<file path="src/rtl/alarm_pkg.sv">
// Shared types and defaults for the multi-sensor alarm manager.
package alarm_pkg;

    typedef enum logic [1:0] {
        NORMAL  = 2'd0,
        ALARM   = 2'd1,
        LATCHED = 2'd2
    } alarm_state_e;

    localparam int unsigned DEF_DEBOUNCE_CYC = 500;
    localparam int unsigned DEF_PWM_PERIOD   = 2000;
    localparam int unsigned DEF_DUTY_GAS     = 2000;
    localparam int unsigned DEF_DUTY_TEMP    = 1000;
    localparam int unsigned DEF_BEEP_CYC     = 12500000;
    localparam int unsigned DEF_TEMP_HI      = 40;
    localparam int unsigned DEF_TEMP_LO      = 37;

    // Over-temperature sits just above the gas bits in alarm_cause.
    function automatic int unsigned temp_bit(input int unsigned n_gas);
        return n_gas;
    endfunction

    function automatic int unsigned cnt_width(input int unsigned max_val);
        return (max_val > 1) ? $clog2(max_val) : 1;
    endfunction

endpackage

</file>
<file path="src/rtl/alarm_debounce.sv">
// One gas channel: 2-flop synchroniser followed by a mismatch-count debouncer.
module alarm_debounce
    import alarm_pkg::*;
#(
    parameter int unsigned DEBOUNCE_CYC = DEF_DEBOUNCE_CYC
) (
    input  logic clk,
    input  logic rst_n,
    input  logic raw,
    output logic deb
);

    localparam int unsigned CNT_W = cnt_width(DEBOUNCE_CYC);

    logic             sync1;
    logic             sync2;
    logic [CNT_W-1:0] cnt;

    // Inputs idle high, so the synchroniser and debounced state reset to 1.
    always_ff @(posedge clk) begin
        if (!rst_n) begin
            sync1 <= 1'b1;
            sync2 <= 1'b1;
            deb   <= 1'b1;
            cnt   <= '0;
        end else begin
            sync1 <= raw;
            sync2 <= sync1;
            if (sync2 != deb) begin
                if (cnt == CNT_W'(DEBOUNCE_CYC - 1)) begin
                    deb <= sync2;
                    cnt <= '0;
                end else begin
                    cnt <= cnt + CNT_W'(1);
                end
            end else begin
                cnt <= '0;
            end
        end
    end

endmodule

</file>
<file path="src/rtl/alarm_mgr.sv">
// Gas/temperature alarm manager with pulsed buzzer and fan PWM.
// Build option ALARM_LATCH_EN keeps a LATCHED state after causes clear until ack.
module alarm_mgr
    import alarm_pkg::*;
#(
    parameter int unsigned N_GAS        = 2,
    parameter int unsigned TEMP_W       = 8,
    parameter int unsigned TEMP_HI      = DEF_TEMP_HI,
    parameter int unsigned TEMP_LO      = DEF_TEMP_LO,
    parameter int unsigned DEBOUNCE_CYC = DEF_DEBOUNCE_CYC,
    parameter int unsigned PWM_PERIOD   = DEF_PWM_PERIOD,
    parameter int unsigned DUTY_GAS     = DEF_DUTY_GAS,
    parameter int unsigned DUTY_TEMP    = DEF_DUTY_TEMP,
    parameter int unsigned BEEP_CYC     = DEF_BEEP_CYC
) (
    input  logic              clk,
    input  logic              rst_n,
    input  logic [N_GAS-1:0]  gas_n,
    input  logic [TEMP_W-1:0] temperature,
    input  logic              temp_valid,
    input  logic              ack,
    output logic              buzzer_n,
    output logic              fan_pwm,
    output logic              alarm_active,
    output logic [N_GAS:0]    alarm_cause
);

    localparam int unsigned TEMP_BIT  = temp_bit(N_GAS);
    localparam int unsigned DUTY_MAX0 = (DUTY_GAS > DUTY_TEMP) ? DUTY_GAS : DUTY_TEMP;
    localparam int unsigned DUTY_MAX  = (DUTY_MAX0 > PWM_PERIOD) ? DUTY_MAX0 : PWM_PERIOD;
    localparam int unsigned PWM_W     = $clog2(DUTY_MAX + 1);
    localparam int unsigned BEEP_W    = cnt_width(BEEP_CYC);

    logic [N_GAS-1:0]  deb;
    logic [N_GAS-1:0]  gas_cause;
    logic              over_temp;
    logic              cause_any_c;
    logic              gas_any_c;
    alarm_state_e      state;
    logic              mute;
    logic              beep_on;
    logic [BEEP_W-1:0] beep_cnt;
    logic [PWM_W-1:0]  pwm_cnt;
    logic [PWM_W-1:0]  duty_q;
    logic [PWM_W-1:0]  duty_tgt_c;

    for (genvar g = 0; g < N_GAS; g++) begin : g_deb
        alarm_debounce #(.DEBOUNCE_CYC(DEBOUNCE_CYC)) u_deb (
            .clk   (clk),
            .rst_n (rst_n),
            .raw   (gas_n[g]),
            .deb   (deb[g])
        );
    end

    // Cause register: active-high gas bits plus hysteretic over-temperature.
    always_ff @(posedge clk) begin
        if (!rst_n) begin
            gas_cause <= '0;
            over_temp <= 1'b0;
        end else begin
            gas_cause <= ~deb;
            if (temp_valid) begin
                if (temperature >= TEMP_W'(TEMP_HI)) begin
                    over_temp <= 1'b1;
                end else if (temperature <= TEMP_W'(TEMP_LO)) begin
                    over_temp <= 1'b0;
                end
            end
        end
    end

    assign alarm_cause[N_GAS-1:0] = gas_cause;
    assign alarm_cause[TEMP_BIT]  = over_temp;
    assign cause_any_c            = |alarm_cause;
    assign gas_any_c              = |gas_cause;

    // Alarm FSM; buzzer_n is decided alongside the transition so it leads with the state.
    always_ff @(posedge clk) begin
        if (!rst_n) begin
            state        <= NORMAL;
            alarm_active <= 1'b0;
            buzzer_n     <= 1'b1;
            mute         <= 1'b0;
            beep_on      <= 1'b0;
            beep_cnt     <= '0;
        end else begin
            case (state)
                NORMAL: begin
                    if (cause_any_c) begin
                        state        <= ALARM;
                        alarm_active <= 1'b1;
                        buzzer_n     <= 1'b0;
                        mute         <= 1'b0;
                        beep_on      <= 1'b1;
                        beep_cnt     <= '0;
                    end
                end
                ALARM: begin
                    if (!cause_any_c) begin
`ifdef ALARM_LATCH_EN
                        state <= LATCHED;
`else
                        state <= NORMAL;
`endif
                        alarm_active <= 1'b0;
                        buzzer_n     <= 1'b1;
                    end else begin
                        if (ack) begin
                            mute <= 1'b1;
                        end
                        if (beep_cnt == BEEP_W'(BEEP_CYC - 1)) begin
                            beep_cnt <= '0;
                            beep_on  <= ~beep_on;
                            buzzer_n <= beep_on | mute | ack;
                        end else begin
                            beep_cnt <= beep_cnt + BEEP_W'(1);
                            buzzer_n <= ~beep_on | mute | ack;
                        end
                    end
                end
`ifdef ALARM_LATCH_EN
                LATCHED: begin
                    // A returning cause outranks a coincident ack.
                    if (cause_any_c) begin
                        state        <= ALARM;
                        alarm_active <= 1'b1;
                        buzzer_n     <= 1'b0;
                        mute         <= 1'b0;
                        beep_on      <= 1'b1;
                        beep_cnt     <= '0;
                    end else if (ack) begin
                        state <= NORMAL;
                    end
                end
`endif
                default: begin
                    state        <= NORMAL;
                    alarm_active <= 1'b0;
                    buzzer_n     <= 1'b1;
                end
            endcase
        end
    end

    always_comb begin
        duty_tgt_c = '0;
        if (state == ALARM) begin
            duty_tgt_c = gas_any_c ? PWM_W'(DUTY_GAS) : PWM_W'(DUTY_TEMP);
        end
    end

    // Fan PWM; duty only reloads at the wrap so every period is whole.
    always_ff @(posedge clk) begin
        if (!rst_n) begin
            pwm_cnt <= '0;
            duty_q  <= '0;
            fan_pwm <= 1'b0;
        end else if (pwm_cnt == PWM_W'(PWM_PERIOD - 1)) begin
            pwm_cnt <= '0;
            duty_q  <= duty_tgt_c;
            fan_pwm <= (duty_tgt_c != '0);
        end else begin
            pwm_cnt <= pwm_cnt + PWM_W'(1);
            fan_pwm <= (pwm_cnt + PWM_W'(1)) < duty_q;
        end
    end

endmodule
</file>
<file path="config.mk">
export PLATFORM = sky130hd
export DESIGN_NAME = alarm_mgr
export DESIGN_NICKNAME = d
export VERILOG_FILES = /design/src/rtl/alarm_pkg.sv /design/src/rtl/alarm_debounce.sv /design/src/rtl/alarm_mgr.sv
export SDC_FILE = /design/constraint.sdc
export NUM_CORES = 1
export LEC_CHECK = 0
export CAP_MARGIN = 15
export CORE_MARGIN = 2
export CORE_UTILIZATION = 25
export DETAILED_ROUTE_END_ITERATION = 8
export PLACE_DENSITY = 0.41
export SETUP_SLACK_MARGIN = 0.05
export SLEW_MARGIN = 10
export SYNTH_ARGS = -nofsm -noshare
export SYNTH_HDL_FRONTEND = slang
export SYNTH_SLANG_ARGS = --single-unit
</file>
<file path="constraint.sdc">
create_clock -name clk -period 3.5 [get_ports clk]
set_input_delay 0.7 -clock clk [delete_from_list [all_inputs] [get_ports clk]]
set_output_delay 0.7 -clock clk [all_outputs]
set_load 0.02 [all_outputs]
</file>
==> Implementation_results.wiki <==
{| class="wikitable"
! Metric !! Value
|-
| Synth area leader || sky130_fd_sc_hd__dfxtp_1
|-
| Placed wire-length estimate after detailed placement || about 4500 µm
|-
| Syn_area_per_cell || about 9 µm²
|-
| Number of antenna violations at the first check in global routing || 0
|-
| Starting Density || 25.3%
|-
| Clock tree from TritonCTS || yes
|-
| RR Endpoint || beep_cnt[20]
|-
| Ratio of cells with drive above 1 in the final layout || just over 6%
|-
| Nets in the synthesized netlist || 386
|-
| Number of levels the H-tree was split into || 3
|-
| Max-cap violation count || 0
|-
| DP Worst Slack || a little over 0.9 ns
|-
| Overall routed net length || 6330 µm
|-
| Arr. time, crit path || 2.76 ns
|-
| Total number of vias || 2390
|-
| Count of different cell masters after synthesis || between 40 and 50
|-
| Total routing resource utilization after global routing || a little over a tenth
|-
| Antenna cell count || 0
|-
| Cell-by-cell trace of the critical path || inv_1 > ha_1 > nand4bb_1 > or4_1 > nor4_1 > xnor2_1 > nor2_1
|-
| Period Utilization, post-route || between 70 and 80%
|-
| Vias in the first global route || 2343
|-
| Worst slew pin tran || 0.488 ns
|-
| Port Buffers || 18
|-
| Int Pwr || 1.40 mW
|-
| Worst hold path type || reg2reg
|-
| Die Height || roughly 120 µm
|-
| CTS buffer count || 9
|-
| Switching power share of the total || 25.0%
|-
| Longest individual stage delay on the worst path || between 0.7 and 0.8 ns
|-
| Maximum fanout along the worst path || 8
|-
| Number of warnings printed during yosys synthesis || 0
|-
| Register-to-register setup slack || 0.94 ns
|-
| Largest voltage drop on the vdd net || 244 µV
|-
| Skew-Pair Late Insertion Delay || between 0.3 and 0.4 ns
|-
| Combinational group share of total power || 9.5%
|-
| Nets || roughly 410
|-
| Setup repair after global routing missed its margin || false
|-
| Slowest library cell on the worst path || sky130_fd_sc_hd__or4_1
|-
| Max frequency || ~390 MHz
|-
| Part of the Yosys area used for sequential elements || about 44%
|-
| Synth Instances || between 300 and 400
|-
| GRT overflow || 0
|-
| Power per cell area || 490 nW/µm²
|-
| Category of the worst setup path capture point || register
|-
| Source of the worst register-to-register timing path || alarm_active
|-
| Area share of the largest cell type after synthesis || between 40% and 50%
|-
| Hold endpoint || g_deb[0].u_deb.sync2
|-
| Status || finished clean
|-
| Buffers inserted by post-CTS timing repair || 0
|-
| Layout area overhead || 20.4%
|-
| Switching component of the power || approximately 470 µW
|-
| Global-route wire length before repair || around 11000 µm
|-
| CORE AREA || ~13000 µm²
|-
| Routability-driven placement congestion ratio || about 0.75
|-
| Pin count of the biggest net entering global routing || 20
|-
| Post-cts gate resize count || 0
|-
| Most common library cells after synthesis || sky130_fd_sc_hd__dfxtp_1 (70), sky130_fd_sc_hd__nor2_1 (53), sky130_fd_sc_hd__nand2_1 (35), sky130_fd_sc_hd__xor2_1 (26), sky130_fd_sc_hd__nand3_1 (20)
|-
| 1st-iter DRT viols || 67
|-
| Row count || between 40 and 50
|-
| Hold violation total from the final report || 0
|-
| I/O pin total || 20
|-
| Clock network fraction of total power || between 40 and 50%
|-
| Post-route minimum period || 2.56 ns
|-
| Remaining design rule violation count || 0
|-
| Final number of max-transition violations || 0
|-
| Combined area of all synthesized cells || between 3000 and 4000 µm²
|-
| Proportion of synthesized flip-flops having asynchronous set or reset || 0%
|-
| Depth of the worst register-to-register path || 7
|-
| Setup violators final || 0
|-
| Data required time at the worst endpoint || ~3.7 ns
|-
| Cells taking the most area after synthesis || sky130_fd_sc_hd__dfxtp_1 (44%), sky130_fd_sc_hd__xor2_1 (7.2%), sky130_fd_sc_hd__nor2_1 (6.3%), sky130_fd_sc_hd__xnor2_1 (5.3%), sky130_fd_sc_hd__ha_1 (5.1%)
|-
| Number of detailed-route iterations in the first pass || 4
|-
| Setup clock skew after layout || between 0.008 and 0.009 ns
|-
| Hold Crit Depth || 1
|-
| Post-synthesis sequential element count || 70
|-
| Most repeated cell in the gate-level netlist after synthesis || sky130_fd_sc_hd__dfxtp_1
|-
| Root Buffer Master || sky130_fd_sc_hd__clkbuf_16
|-
| Slew headroom || between 60% and 70%
|-
| Worst Path Class, Setup || reg2reg
|-
| Primary FF master, synth || sky130_fd_sc_hd__dfxtp_1
|-
| Hold Path Origin || g_deb[0].u_deb.sync1
|-
| Number of enable-type register cells in the synthesized netlist || 0
|-
| Startpoint types || register
|-
| Crit path setup slack, layout || approximately 0.94 ns
|-
| Horiz. Die Dim || around 120 µm
|-
| Sequential fraction of design power || between 40% and 50%
|-
| Number of fillers in the final layout || ~1400
|-
| Setup Total Neg Slack || 0 ns
|-
| Antenna viol nets, final || 0
|-
| Vias per std cell || approximately 4.3
|-
| Buffers from clock root to sink, at most || 2
|-
| Post-layout util || between 30% and 40%
|-
| Routed wirelength normalized by instance count || about 11 µm
|-
| CTS clock-pin slew for the worst setup and hold paths || 0.06 ns
|-
| Total leakage power || between 1 and 1.5 nW
|-
| Die Area || between 10000 and 15000 µm²
|-
| Sinks on Clock Net || 70
|-
| Hold_buf cts || 0
|}
-- metal layers --
metal	track usage [%]	up-vias	part of all wire, %
li1	-	1278	-
met1	13.1	1079	49
met2	16.6	20	44
met3	4.05	13	4.4
met4	5.73	0	2.6
met5	0	-	0
-- worst max path at each step --
stage / start / endpoint / slack [ns] / cells after the start
floorplan: alarm_active / beep_cnt[20] / 1.09 / 8
finish: alarm_active / beep_cnt[20] / 0.94 / 7
CTS: alarm_active / beep_cnt[20] / 0.92 / 7
global placement: alarm_active / beep_cnt[20] / 0.93 / 7
global route: alarm_active / beep_cnt[20] / 0.67 / 7
detailed placement: alarm_active / beep_cnt[22] / 0.92 / 7
-- cells by family (layout without fill, tap and decap cells) --
family	after synthesis	in the layout	synth area share, %
buf+inv	19	49	2.69
flops	70	70	44.2
simple gates	181	181	28.9
compound gates	29	29	5.96
xor+xnor	45	45	12.4
mux	2	2	0.632
fa+ha+maj	13	13	5.13
-- metrics by stage --
stage               std cells  power, mW  hold slack, ns  cell area, µm²
floorplan                 359      0.994           0.386            3170
global placement          545       1.06           0.390            3550
detailed placement        545       1.06           0.396            3550
CTS                       561       1.91           0.410            3810
global route              561       1.96           0.419            3810
finish                    561       1.87           0.406            3810
-- final cells by class --
type,count,area (µm²),area share (%)
multi-input cells,270,1680,44.1
clock buffers,12,246,6.46
clock inverters,4,22.5,0.590
well taps,172,215,5.64
inverters,12,45.0,1.18
flip-flops and latches,70,1400,36.7
repair buffers,21,203,5.31
-- cell usage in the layout (no fill, tap or decap), types with 10 or more instances in the layout --
cell / count
sky130_fd_sc_hd__dfxtp_1: 70
sky130_fd_sc_hd__nor2_1: 53
sky130_fd_sc_hd__nand2_1: 35
sky130_fd_sc_hd__xor2_1: 26
sky130_fd_sc_hd__nand3_1: 20
sky130_fd_sc_hd__xnor2_1: 19
sky130_fd_sc_hd__clkdlybuf4s50_1: 18
sky130_fd_sc_hd__nand4_1: 13
sky130_fd_sc_hd__ha_1: 13
sky130_fd_sc_hd__inv_1: 12
sky130_fd_sc_hd__and2_1: 11
sky130_fd_sc_hd__a21oi_1: 10
-- sequential cells by signal, summed over array words and instances (netlist names) --
register,flops
beep_on,1
fan_pwm,1
mute,1
g_deb.u_deb.sync1,2
duty_q,3
pwm_cnt,11
beep_cnt,24
g_deb.u_deb.deb,2
over_temp,1
buzzer_n,1
gas_cause,2
g_deb.u_deb.cnt,18
g_deb.u_deb.sync2,2
alarm_active,1
-- critical path: cells and delay by family, from the launching register on --
kind	cells	cell delay, ns
AND/OR/NAND/NOR	4	1.41
XOR/XNOR	1	0.16
buffers and inverters	1	0.11
flip-flops	1	0.49
adder cells (fa/ha/maj)	1	0.28
-- power groups by stage --
stage / clock (mW) / sequential (mW) / combinational (mW)
after CTS: 0.867 / 0.858 / 0.182
after global placement: 0 / 0.875 / 0.182
final: 0.833 / 0.857 / 0.178
after detailed placement: 0 / 0.875 / 0.182
after floorplan: 0 / 0.877 / 0.117
after global routing: 0.899 / 0.862 / 0.201
Note: power is estimated with default switching activity, not from simulation.
